<file path="config.mk">
export PLATFORM = sky130hd
export DESIGN_NAME = id_ex_stage_flat
export DESIGN_NICKNAME = d
export VERILOG_FILES = /design/src/rtl/id_ex_stage_if.sv /design/src/rtl/id_ex_stage.sv /design/src/flat_wrapper.sv
export SDC_FILE = /design/constraint.sdc
export NUM_CORES = 1
export LEC_CHECK = 0
export ABC_CLOCK_PERIOD_IN_PS = 2450
export BUFFER_PORTS_ARGS = -buffer_cell sky130_fd_sc_hd__buf_2
export CAP_MARGIN = 5
export CORE_MARGIN = 2
export CORE_UTILIZATION = 47
export CTS_CLUSTER_DIAMETER = 40
export DETAILED_ROUTE_END_ITERATION = 8
export PLACE_DENSITY = 0.84
export SLEW_MARGIN = 20
export SYNTH_ARGS = -nofsm -noshare
export SYNTH_HDL_FRONTEND = slang
export SYNTH_SLANG_ARGS = --single-unit
</file>
<file path="constraint.sdc">
create_clock -name clk -period 2.45 [get_ports clk]
set_input_delay 0 -clock clk [delete_from_list [all_inputs] [get_ports clk]]
set_output_delay 0 -clock clk [all_outputs]
set_load 0.01 [all_outputs]
</file>
<file path="src/rtl/id_ex_stage_if.sv">
// ID/EX stage bus: decoded ID fields, forwarding sources, and ALU/MEM-side outputs.
// The slave modport is the stage itself; master is whoever drives ID and observes EX.
interface id_ex_stage_if #(
    parameter int unsigned XLEN  = 32,
    parameter int unsigned RADDR = 5
);
    logic             stall;
    logic             flush;
    logic             id_valid;
    logic [3:0]       id_ALU_control;
    logic [XLEN-1:0]  id_rs_data;
    logic [XLEN-1:0]  id_rt_data;
    logic [15:0]      id_imm;
    logic [4:0]       id_shamt;
    logic [RADDR-1:0] id_rs;
    logic [RADDR-1:0] id_rt;
    logic [RADDR-1:0] id_dest;
    logic             id_alu_src;
    logic             id_sign_ext;
    logic             id_reg_write;
    logic             id_mem_read;
    logic             id_mem_write;
    logic             exmem_reg_write;
    logic [RADDR-1:0] exmem_dest;
    logic [XLEN-1:0]  exmem_result;
    logic             memwb_reg_write;
    logic [RADDR-1:0] memwb_dest;
    logic [XLEN-1:0]  memwb_result;

    logic [3:0]       ALU_control;
    logic [XLEN-1:0]  in1_ALU;
    logic [XLEN-1:0]  in2_ALU;
    logic [4:0]       shamt;
    logic             ex_valid;
    logic [XLEN-1:0]  ex_store_data;
    logic [RADDR-1:0] ex_dest;
    logic             ex_reg_write;
    logic             ex_mem_read;
    logic             ex_mem_write;
    logic             hazard_stall;

    modport slave (
        input  stall, flush, id_valid, id_ALU_control, id_rs_data, id_rt_data, id_imm,
               id_shamt, id_rs, id_rt, id_dest, id_alu_src, id_sign_ext, id_reg_write,
               id_mem_read, id_mem_write, exmem_reg_write, exmem_dest, exmem_result,
               memwb_reg_write, memwb_dest, memwb_result,
        output ALU_control, in1_ALU, in2_ALU, shamt, ex_valid, ex_store_data, ex_dest,
               ex_reg_write, ex_mem_read, ex_mem_write, hazard_stall
    );

    modport master (
        output stall, flush, id_valid, id_ALU_control, id_rs_data, id_rt_data, id_imm,
               id_shamt, id_rs, id_rt, id_dest, id_alu_src, id_sign_ext, id_reg_write,
               id_mem_read, id_mem_write, exmem_reg_write, exmem_dest, exmem_result,
               memwb_reg_write, memwb_dest, memwb_result,
        input  ALU_control, in1_ALU, in2_ALU, shamt, ex_valid, ex_store_data, ex_dest,
               ex_reg_write, ex_mem_read, ex_mem_write, hazard_stall
    );
endinterface

</file>
<file path="src/rtl/id_ex_stage.sv">
// ID/EX pipeline register with EX/MEM and MEM/WB operand forwarding and
// single-bubble load-use hazard detection, feeding the ALU and MEM stage.
module id_ex_stage #(
    parameter int unsigned XLEN   = 32,
    parameter int unsigned RADDR  = 5,
    parameter int unsigned FWD_EN = 1
) (
    input logic           clk,
    input logic           reset_n,
    id_ex_stage_if.slave  bus
);

    typedef struct packed {
        logic             valid;
        logic [3:0]       alu_control;
        logic [XLEN-1:0]  rs_data;
        logic [XLEN-1:0]  rt_data;
        logic [XLEN-1:0]  imm_ext;
        logic [4:0]       shamt;
        logic [RADDR-1:0] rs;
        logic [RADDR-1:0] rt;
        logic [RADDR-1:0] dest;
        logic             alu_src;
        logic             reg_write;
        logic             mem_read;
        logic             mem_write;
    } ex_reg_t;

    ex_reg_t          r;
    ex_reg_t          cap_c;
    logic             hazard_c;
    logic [XLEN-1:0]  fwd_rs_c;
    logic [XLEN-1:0]  fwd_rt_c;

    // Youngest producer wins; register 0 is hard-wired and never forwarded.
    function automatic logic [XLEN-1:0] fwd_sel(
        input logic [RADDR-1:0] src,
        input logic [XLEN-1:0]  rf_data,
        input logic             em_we,
        input logic [RADDR-1:0] em_dest,
        input logic [XLEN-1:0]  em_res,
        input logic             mw_we,
        input logic [RADDR-1:0] mw_dest,
        input logic [XLEN-1:0]  mw_res
    );
        logic [XLEN-1:0] res;
        res = rf_data;
        if (FWD_EN != 0) begin
            if (em_we && (em_dest != '0) && (em_dest == src))
                res = em_res;
            else if (mw_we && (mw_dest != '0) && (mw_dest == src))
                res = mw_res;
        end
        return res;
    endfunction

    // Capture image of the ID stage, immediate extended up front.
    always_comb begin
        cap_c             = '0;
        cap_c.valid       = bus.id_valid;
        cap_c.alu_control = bus.id_ALU_control;
        cap_c.rs_data     = bus.id_rs_data;
        cap_c.rt_data     = bus.id_rt_data;
        cap_c.imm_ext     = bus.id_sign_ext ? XLEN'($signed(bus.id_imm)) : XLEN'(bus.id_imm);
        cap_c.shamt       = bus.id_shamt;
        cap_c.rs          = bus.id_rs;
        cap_c.rt          = bus.id_rt;
        cap_c.dest        = bus.id_dest;
        cap_c.alu_src     = bus.id_alu_src;
        cap_c.reg_write   = bus.id_reg_write;
        cap_c.mem_read    = bus.id_mem_read;
        cap_c.mem_write   = bus.id_mem_write;
    end

    // rt is compared even for immediate forms; a spurious bubble is cheaper than the logic.
    assign hazard_c = r.valid & r.mem_read & (r.dest != '0)
                    & ((r.dest == bus.id_rs) | (r.dest == bus.id_rt)) & bus.id_valid;

    always_ff @(posedge clk or negedge reset_n) begin
        if (!reset_n) begin
            r <= '0;
        end else if (bus.flush) begin
            r.valid     <= 1'b0;
            r.reg_write <= 1'b0;
            r.mem_read  <= 1'b0;
            r.mem_write <= 1'b0;
        end else if (!bus.stall) begin
            if (hazard_c) begin
                r.valid     <= 1'b0;
                r.reg_write <= 1'b0;
                r.mem_read  <= 1'b0;
                r.mem_write <= 1'b0;
            end else begin
                r <= cap_c;
            end
        end
    end

    always_comb begin
        fwd_rs_c = fwd_sel(r.rs, r.rs_data, bus.exmem_reg_write, bus.exmem_dest, bus.exmem_result,
                           bus.memwb_reg_write, bus.memwb_dest, bus.memwb_result);
        fwd_rt_c = fwd_sel(r.rt, r.rt_data, bus.exmem_reg_write, bus.exmem_dest, bus.exmem_result,
                           bus.memwb_reg_write, bus.memwb_dest, bus.memwb_result);
    end

    assign bus.ALU_control   = r.alu_control;
    assign bus.in1_ALU       = fwd_rs_c;
    assign bus.in2_ALU       = r.alu_src ? r.imm_ext : fwd_rt_c;
    assign bus.shamt         = r.shamt;
    assign bus.ex_valid      = r.valid;
    assign bus.ex_store_data = fwd_rt_c;
    assign bus.ex_dest       = r.dest;
    assign bus.ex_reg_write  = r.valid & r.reg_write;
    assign bus.ex_mem_read   = r.valid & r.mem_read;
    assign bus.ex_mem_write  = r.valid & r.mem_write;
    assign bus.hazard_stall  = hazard_c;

endmodule

</file>
<file path="src/flat_wrapper.sv">
// flat-port wrapper written by rule: the top's interface ports become plain ports
module id_ex_stage_flat 
#(
    parameter int unsigned XLEN   = 32,
    parameter int unsigned RADDR  = 5,
    parameter int unsigned FWD_EN = 1
)
  (clk, reset_n, bus_stall, bus_flush, bus_id_valid, bus_id_ALU_control, bus_id_rs_data, bus_id_rt_data, bus_id_imm, bus_id_shamt, bus_id_rs, bus_id_rt, bus_id_dest, bus_id_alu_src, bus_id_sign_ext, bus_id_reg_write, bus_id_mem_read, bus_id_mem_write, bus_exmem_reg_write, bus_exmem_dest, bus_exmem_result, bus_memwb_reg_write, bus_memwb_dest, bus_memwb_result, bus_ALU_control, bus_in1_ALU, bus_in2_ALU, bus_shamt, bus_ex_valid, bus_ex_store_data, bus_ex_dest, bus_ex_reg_write, bus_ex_mem_read, bus_ex_mem_write, bus_hazard_stall);
  id_ex_stage_if #(.XLEN(XLEN), .RADDR(RADDR)) bus_i ();
  input logic clk;
  input logic reset_n;
  input wire logic [$bits(bus_i.stall)-1:0] bus_stall;
  input wire logic [$bits(bus_i.flush)-1:0] bus_flush;
  input wire logic [$bits(bus_i.id_valid)-1:0] bus_id_valid;
  input wire logic [$bits(bus_i.id_ALU_control)-1:0] bus_id_ALU_control;
  input wire logic [$bits(bus_i.id_rs_data)-1:0] bus_id_rs_data;
  input wire logic [$bits(bus_i.id_rt_data)-1:0] bus_id_rt_data;
  input wire logic [$bits(bus_i.id_imm)-1:0] bus_id_imm;
  input wire logic [$bits(bus_i.id_shamt)-1:0] bus_id_shamt;
  input wire logic [$bits(bus_i.id_rs)-1:0] bus_id_rs;
  input wire logic [$bits(bus_i.id_rt)-1:0] bus_id_rt;
  input wire logic [$bits(bus_i.id_dest)-1:0] bus_id_dest;
  input wire logic [$bits(bus_i.id_alu_src)-1:0] bus_id_alu_src;
  input wire logic [$bits(bus_i.id_sign_ext)-1:0] bus_id_sign_ext;
  input wire logic [$bits(bus_i.id_reg_write)-1:0] bus_id_reg_write;
  input wire logic [$bits(bus_i.id_mem_read)-1:0] bus_id_mem_read;
  input wire logic [$bits(bus_i.id_mem_write)-1:0] bus_id_mem_write;
  input wire logic [$bits(bus_i.exmem_reg_write)-1:0] bus_exmem_reg_write;
  input wire logic [$bits(bus_i.exmem_dest)-1:0] bus_exmem_dest;
  input wire logic [$bits(bus_i.exmem_result)-1:0] bus_exmem_result;
  input wire logic [$bits(bus_i.memwb_reg_write)-1:0] bus_memwb_reg_write;
  input wire logic [$bits(bus_i.memwb_dest)-1:0] bus_memwb_dest;
  input wire logic [$bits(bus_i.memwb_result)-1:0] bus_memwb_result;
  output wire logic [$bits(bus_i.ALU_control)-1:0] bus_ALU_control;
  output wire logic [$bits(bus_i.in1_ALU)-1:0] bus_in1_ALU;
  output wire logic [$bits(bus_i.in2_ALU)-1:0] bus_in2_ALU;
  output wire logic [$bits(bus_i.shamt)-1:0] bus_shamt;
  output wire logic [$bits(bus_i.ex_valid)-1:0] bus_ex_valid;
  output wire logic [$bits(bus_i.ex_store_data)-1:0] bus_ex_store_data;
  output wire logic [$bits(bus_i.ex_dest)-1:0] bus_ex_dest;
  output wire logic [$bits(bus_i.ex_reg_write)-1:0] bus_ex_reg_write;
  output wire logic [$bits(bus_i.ex_mem_read)-1:0] bus_ex_mem_read;
  output wire logic [$bits(bus_i.ex_mem_write)-1:0] bus_ex_mem_write;
  output wire logic [$bits(bus_i.hazard_stall)-1:0] bus_hazard_stall;
  assign bus_i.stall = bus_stall;
  assign bus_i.flush = bus_flush;
  assign bus_i.id_valid = bus_id_valid;
  assign bus_i.id_ALU_control = bus_id_ALU_control;
  assign bus_i.id_rs_data = bus_id_rs_data;
  assign bus_i.id_rt_data = bus_id_rt_data;
  assign bus_i.id_imm = bus_id_imm;
  assign bus_i.id_shamt = bus_id_shamt;
  assign bus_i.id_rs = bus_id_rs;
  assign bus_i.id_rt = bus_id_rt;
  assign bus_i.id_dest = bus_id_dest;
  assign bus_i.id_alu_src = bus_id_alu_src;
  assign bus_i.id_sign_ext = bus_id_sign_ext;
  assign bus_i.id_reg_write = bus_id_reg_write;
  assign bus_i.id_mem_read = bus_id_mem_read;
  assign bus_i.id_mem_write = bus_id_mem_write;
  assign bus_i.exmem_reg_write = bus_exmem_reg_write;
  assign bus_i.exmem_dest = bus_exmem_dest;
  assign bus_i.exmem_result = bus_exmem_result;
  assign bus_i.memwb_reg_write = bus_memwb_reg_write;
  assign bus_i.memwb_dest = bus_memwb_dest;
  assign bus_i.memwb_result = bus_memwb_result;
  assign bus_ALU_control = bus_i.ALU_control;
  assign bus_in1_ALU = bus_i.in1_ALU;
  assign bus_in2_ALU = bus_i.in2_ALU;
  assign bus_shamt = bus_i.shamt;
  assign bus_ex_valid = bus_i.ex_valid;
  assign bus_ex_store_data = bus_i.ex_store_data;
  assign bus_ex_dest = bus_i.ex_dest;
  assign bus_ex_reg_write = bus_i.ex_reg_write;
  assign bus_ex_mem_read = bus_i.ex_mem_read;
  assign bus_ex_mem_write = bus_i.ex_mem_write;
  assign bus_hazard_stall = bus_i.hazard_stall;
  id_ex_stage #(.XLEN(XLEN), .RADDR(RADDR), .FWD_EN(FWD_EN)) u_core (.clk(clk), .reset_n(reset_n), .bus(bus_i));
endmodule
</file>
==> out/metrics.yaml <==
clock_tree:
  clk_root_buffer_cell: "clkbuf_16"
  cts_buffer_depth: 2
  htree_levels: 3
  clk_pin_slew_ns: 0.07
  cts_tree: "built"
  cts_sinks: 110
  clk_latency_ns: 0.35
  cts_buffers: 9
timing:
  slew_violations: 0
  fin_tns_setup_ns: 0
  fmax_mhz: 431
  finalHoldViolations: 0
  min_period_over_period_pct: 94.8
  rsz0062_at_grt: "no"
  fin_skew_ns: 0.00582
  period_minus_slack_ns: 2.32
  setup_viol: 0
  worst_pin_slew_ns: 0.829
  relSlewSlack_pct: 44.6
power_and_ir_drop:
  switching_share_pct: 32.0
  p_leak_nw: 4.41
  combPwrFrac_pct: 34.2
  seq_power_share_pct: 38.7
  p_int_w: 0.00398
  pwr-share-clk_pct: 27.1
  finalPower_w: 0.00585
  powerDensity_nw_per_um2: 610
  ir_drop_mv: 0.651
  p_sw_w: 0.00187
die:
  dieArea_um2: 14800
  die_h_um: 122
  io_pins: 305
  core_um2: 13400
  die-width_um: 122
  start_util_pct: 48.5
  std_cell_rows: 42
synthesis:
  synth_warnings: 0
  yosysTopAreaCell: "dfrtp_1"
  synth-main-ff-cell: "dfrtp_1"
  synth_nets: 807
  ys_seq_elements: 110
  synth_edf_count: 0
  synth_top_area_share_pct: 42.3
  synth_area_leaders: "dfrtp_1 42%, mux2_2 17%, nor2_1 5.4%"
  ys_types: 39
  netlist_area_um2: 6500
  syn_avg_cell_area_um2: 10.5
  ys_seq_area_share_pct: 42.3
  async_flop_share_pct: 100
  synthCells: 617
outcome:
  outcome: "complete, no violations"
worst_setup_path:
  slowest_stage: "dfrtp_1"
  start_kind: "flip-flop"
  endpoint_kind: "output port"
  cp_data_arrival_time_ns: 2.32
  crit_path_cell_trace: "xnor2_1, o211ai_2, nor2_2, buf_6, a211oi_1, o31ai_1, buf_2"
  cpPeakStageDelay_ns: 0.42
  crit_type: "reg2out"
  required_ns: 2.45
  crit_fanout: 15
placed_design:
  placed_cell_area_um2: 8100
  hpwl_um: 15100
  gp_congestion: 0.868
  io_buffers: 304
route:
  routedWlPerCell_um: 18.9
  drc: 0
  initialDrtViolationCount: 409
  vias: 6563
  postRouteAntennaNets: 0
  via_per_inst: 5.51
  wl_um: 22500
  dr.pass1.iters: 5
grt:
  grt_first_pass_wirelength_um: 34500
  grt_usage_pct: 30.2
  grt_max_degree: 56
  grt_overflow: 0
  antenna_found_initial: 0
  grt_pass1_vias: 6991
finish:
  area_growth_pct: 47.7
  fin_nets: 1198
  n_fill_cell: 913
  final_common_cell: "buf_2"
  multi_input_area_um2: 3450
  seq_area_um2: 2750
  final_area_um2: 9600
  drive_gt1_share_pct: 45.3
  mostFrequentLayoutCells: "303 x buf_2, 112 x dlygate4sd3_1, 109 x dfrtp_1, 100 x mux2_2, 93 x nor2_1"
job:
  cap_violations: 0
worst_hold_path:
  hp-class: "in2reg"
[worst paths after layout]
check | start | endpoint | slack (ns) | depth (start not counted)
worst min-delay path | bus_id_valid | u_core.bus.ex_valid | 0.06 | 4
min in group asynchronous | reset_n | u_core.r[78] | 0.11 | 2
worst min register to register | u_core.r[0] | u_core.r[0] | 0.49 | 2
max in group asynchronous | reset_n | u_core.r[3] | 1.55 | 3
worst max register to register | u_core.bus.ex_dest[0] | u_core.r[61] | 0.15 | 6
worst max-delay path | u_core.r[11] | bus_in2_ALU[12] | 0.13 | 7
[sequential cells by signal, summed over array words and instances, names as in the netlist]
name                    cells
u_core.bus.ALU_control      4
u_core.r                   95
u_core.bus.shamt            5
u_core.bus.ex_valid         1
u_core.bus.ex_dest          5
[final cells by class]
| cell class | instances | area share (%) |
|---|---|---|
| Tap cell | 176 | 2.29 |
| Clock inverter | 6 | 0.964 |
| Clock buffer | 10 | 2.38 |
| Multi-Input combinational cell | 452 | 35.9 |
| Timing Repair Buffer | 435 | 29.7 |
| Antenna cell | 2 | 0.0521 |
| Sequential cell | 110 | 28.7 |
[cells in the mapped netlist, drive strengths merged, types with 3 or more instances]
master	count
and2	3
a21oi	34
clkbuf	10
nor3	6
nand4	3
or4	4
nand2	19
a211oi	28
buf	45
dfrtp	110
a31oi	4
nor2b	3
nand3	6
mux2i	32
o21ai	11
xnor2	16
nor2	95
o31ai	28
mux2	109
a21boi	28
xor2	14
o211ai	3
[what timing repair did]
action                                  in CTS  in global routing
resized for setup                            0                 10
hold buffers                               112                  0
endpoints found under the setup margin       0                 34
buffers inserted                             0                  1
hold endpoints to repair                   186                  0
[stage by stage]
stage	setup WS, ns	util [%]	hold slack [ns]	instances
floorplan	0.484	-	-0.296	617
global placement	0.398	60.5	-0.0728	1060
detailed placement	0.352	60.5	-0.0666	1060
CTS	0.0314	71.2	0.0522	1188
global route	0.00820	71.6	0.0753	1189
finish	0.127	71.7	0.0636	1191
[routing by layer]
layer  part of all wire (%)  GRT usage [%]  vias to the layer above  wire, um
li1                       -              -                     2994         -
met1                     38           33.5                     3184      8540
met2                     52           55.4                      322     11700
met3                    7.0           7.77                       63      1580
met4                    3.0           11.6                        0       685
met5                      0              0                        -         0
[logic make-up after synthesis]
| logic type | count (synthesis) | synth area share (%) |
|---|---|---|
| AND/OR/NAND/NOR | 142 | 9.45 |
| multiplexers | 141 | 23.8 |
| AO/OA/AOI/OAI | 139 | 15.0 |
| flip-flops | 110 | 42.3 |
| buffers and inverters | 55 | 5.35 |
| XOR/XNOR | 30 | 4.04 |
[worst max-delay path: cells and delay by family, from the launching register on]
family / cells / cell delay [ns]
simple gates: 1 / 0.20
flops: 1 / 0.42
buf+inv: 2 / 0.42
compound gates: 3 / 0.67
xor+xnor: 1 / 0.25
[power groups by stage]
stage                     Sequential [W]  Combinational [W]  Clock, W
after floorplan                  0.00222            0.00112         0
after global placement           0.00227            0.00177         0
after detailed placement         0.00229            0.00180         0
after CTS                        0.00225            0.00195   0.00163
after global routing             0.00229            0.00216   0.00170
final                            0.00227            0.00200   0.00159
Note: power is estimated with default switching activity, not from simulation.
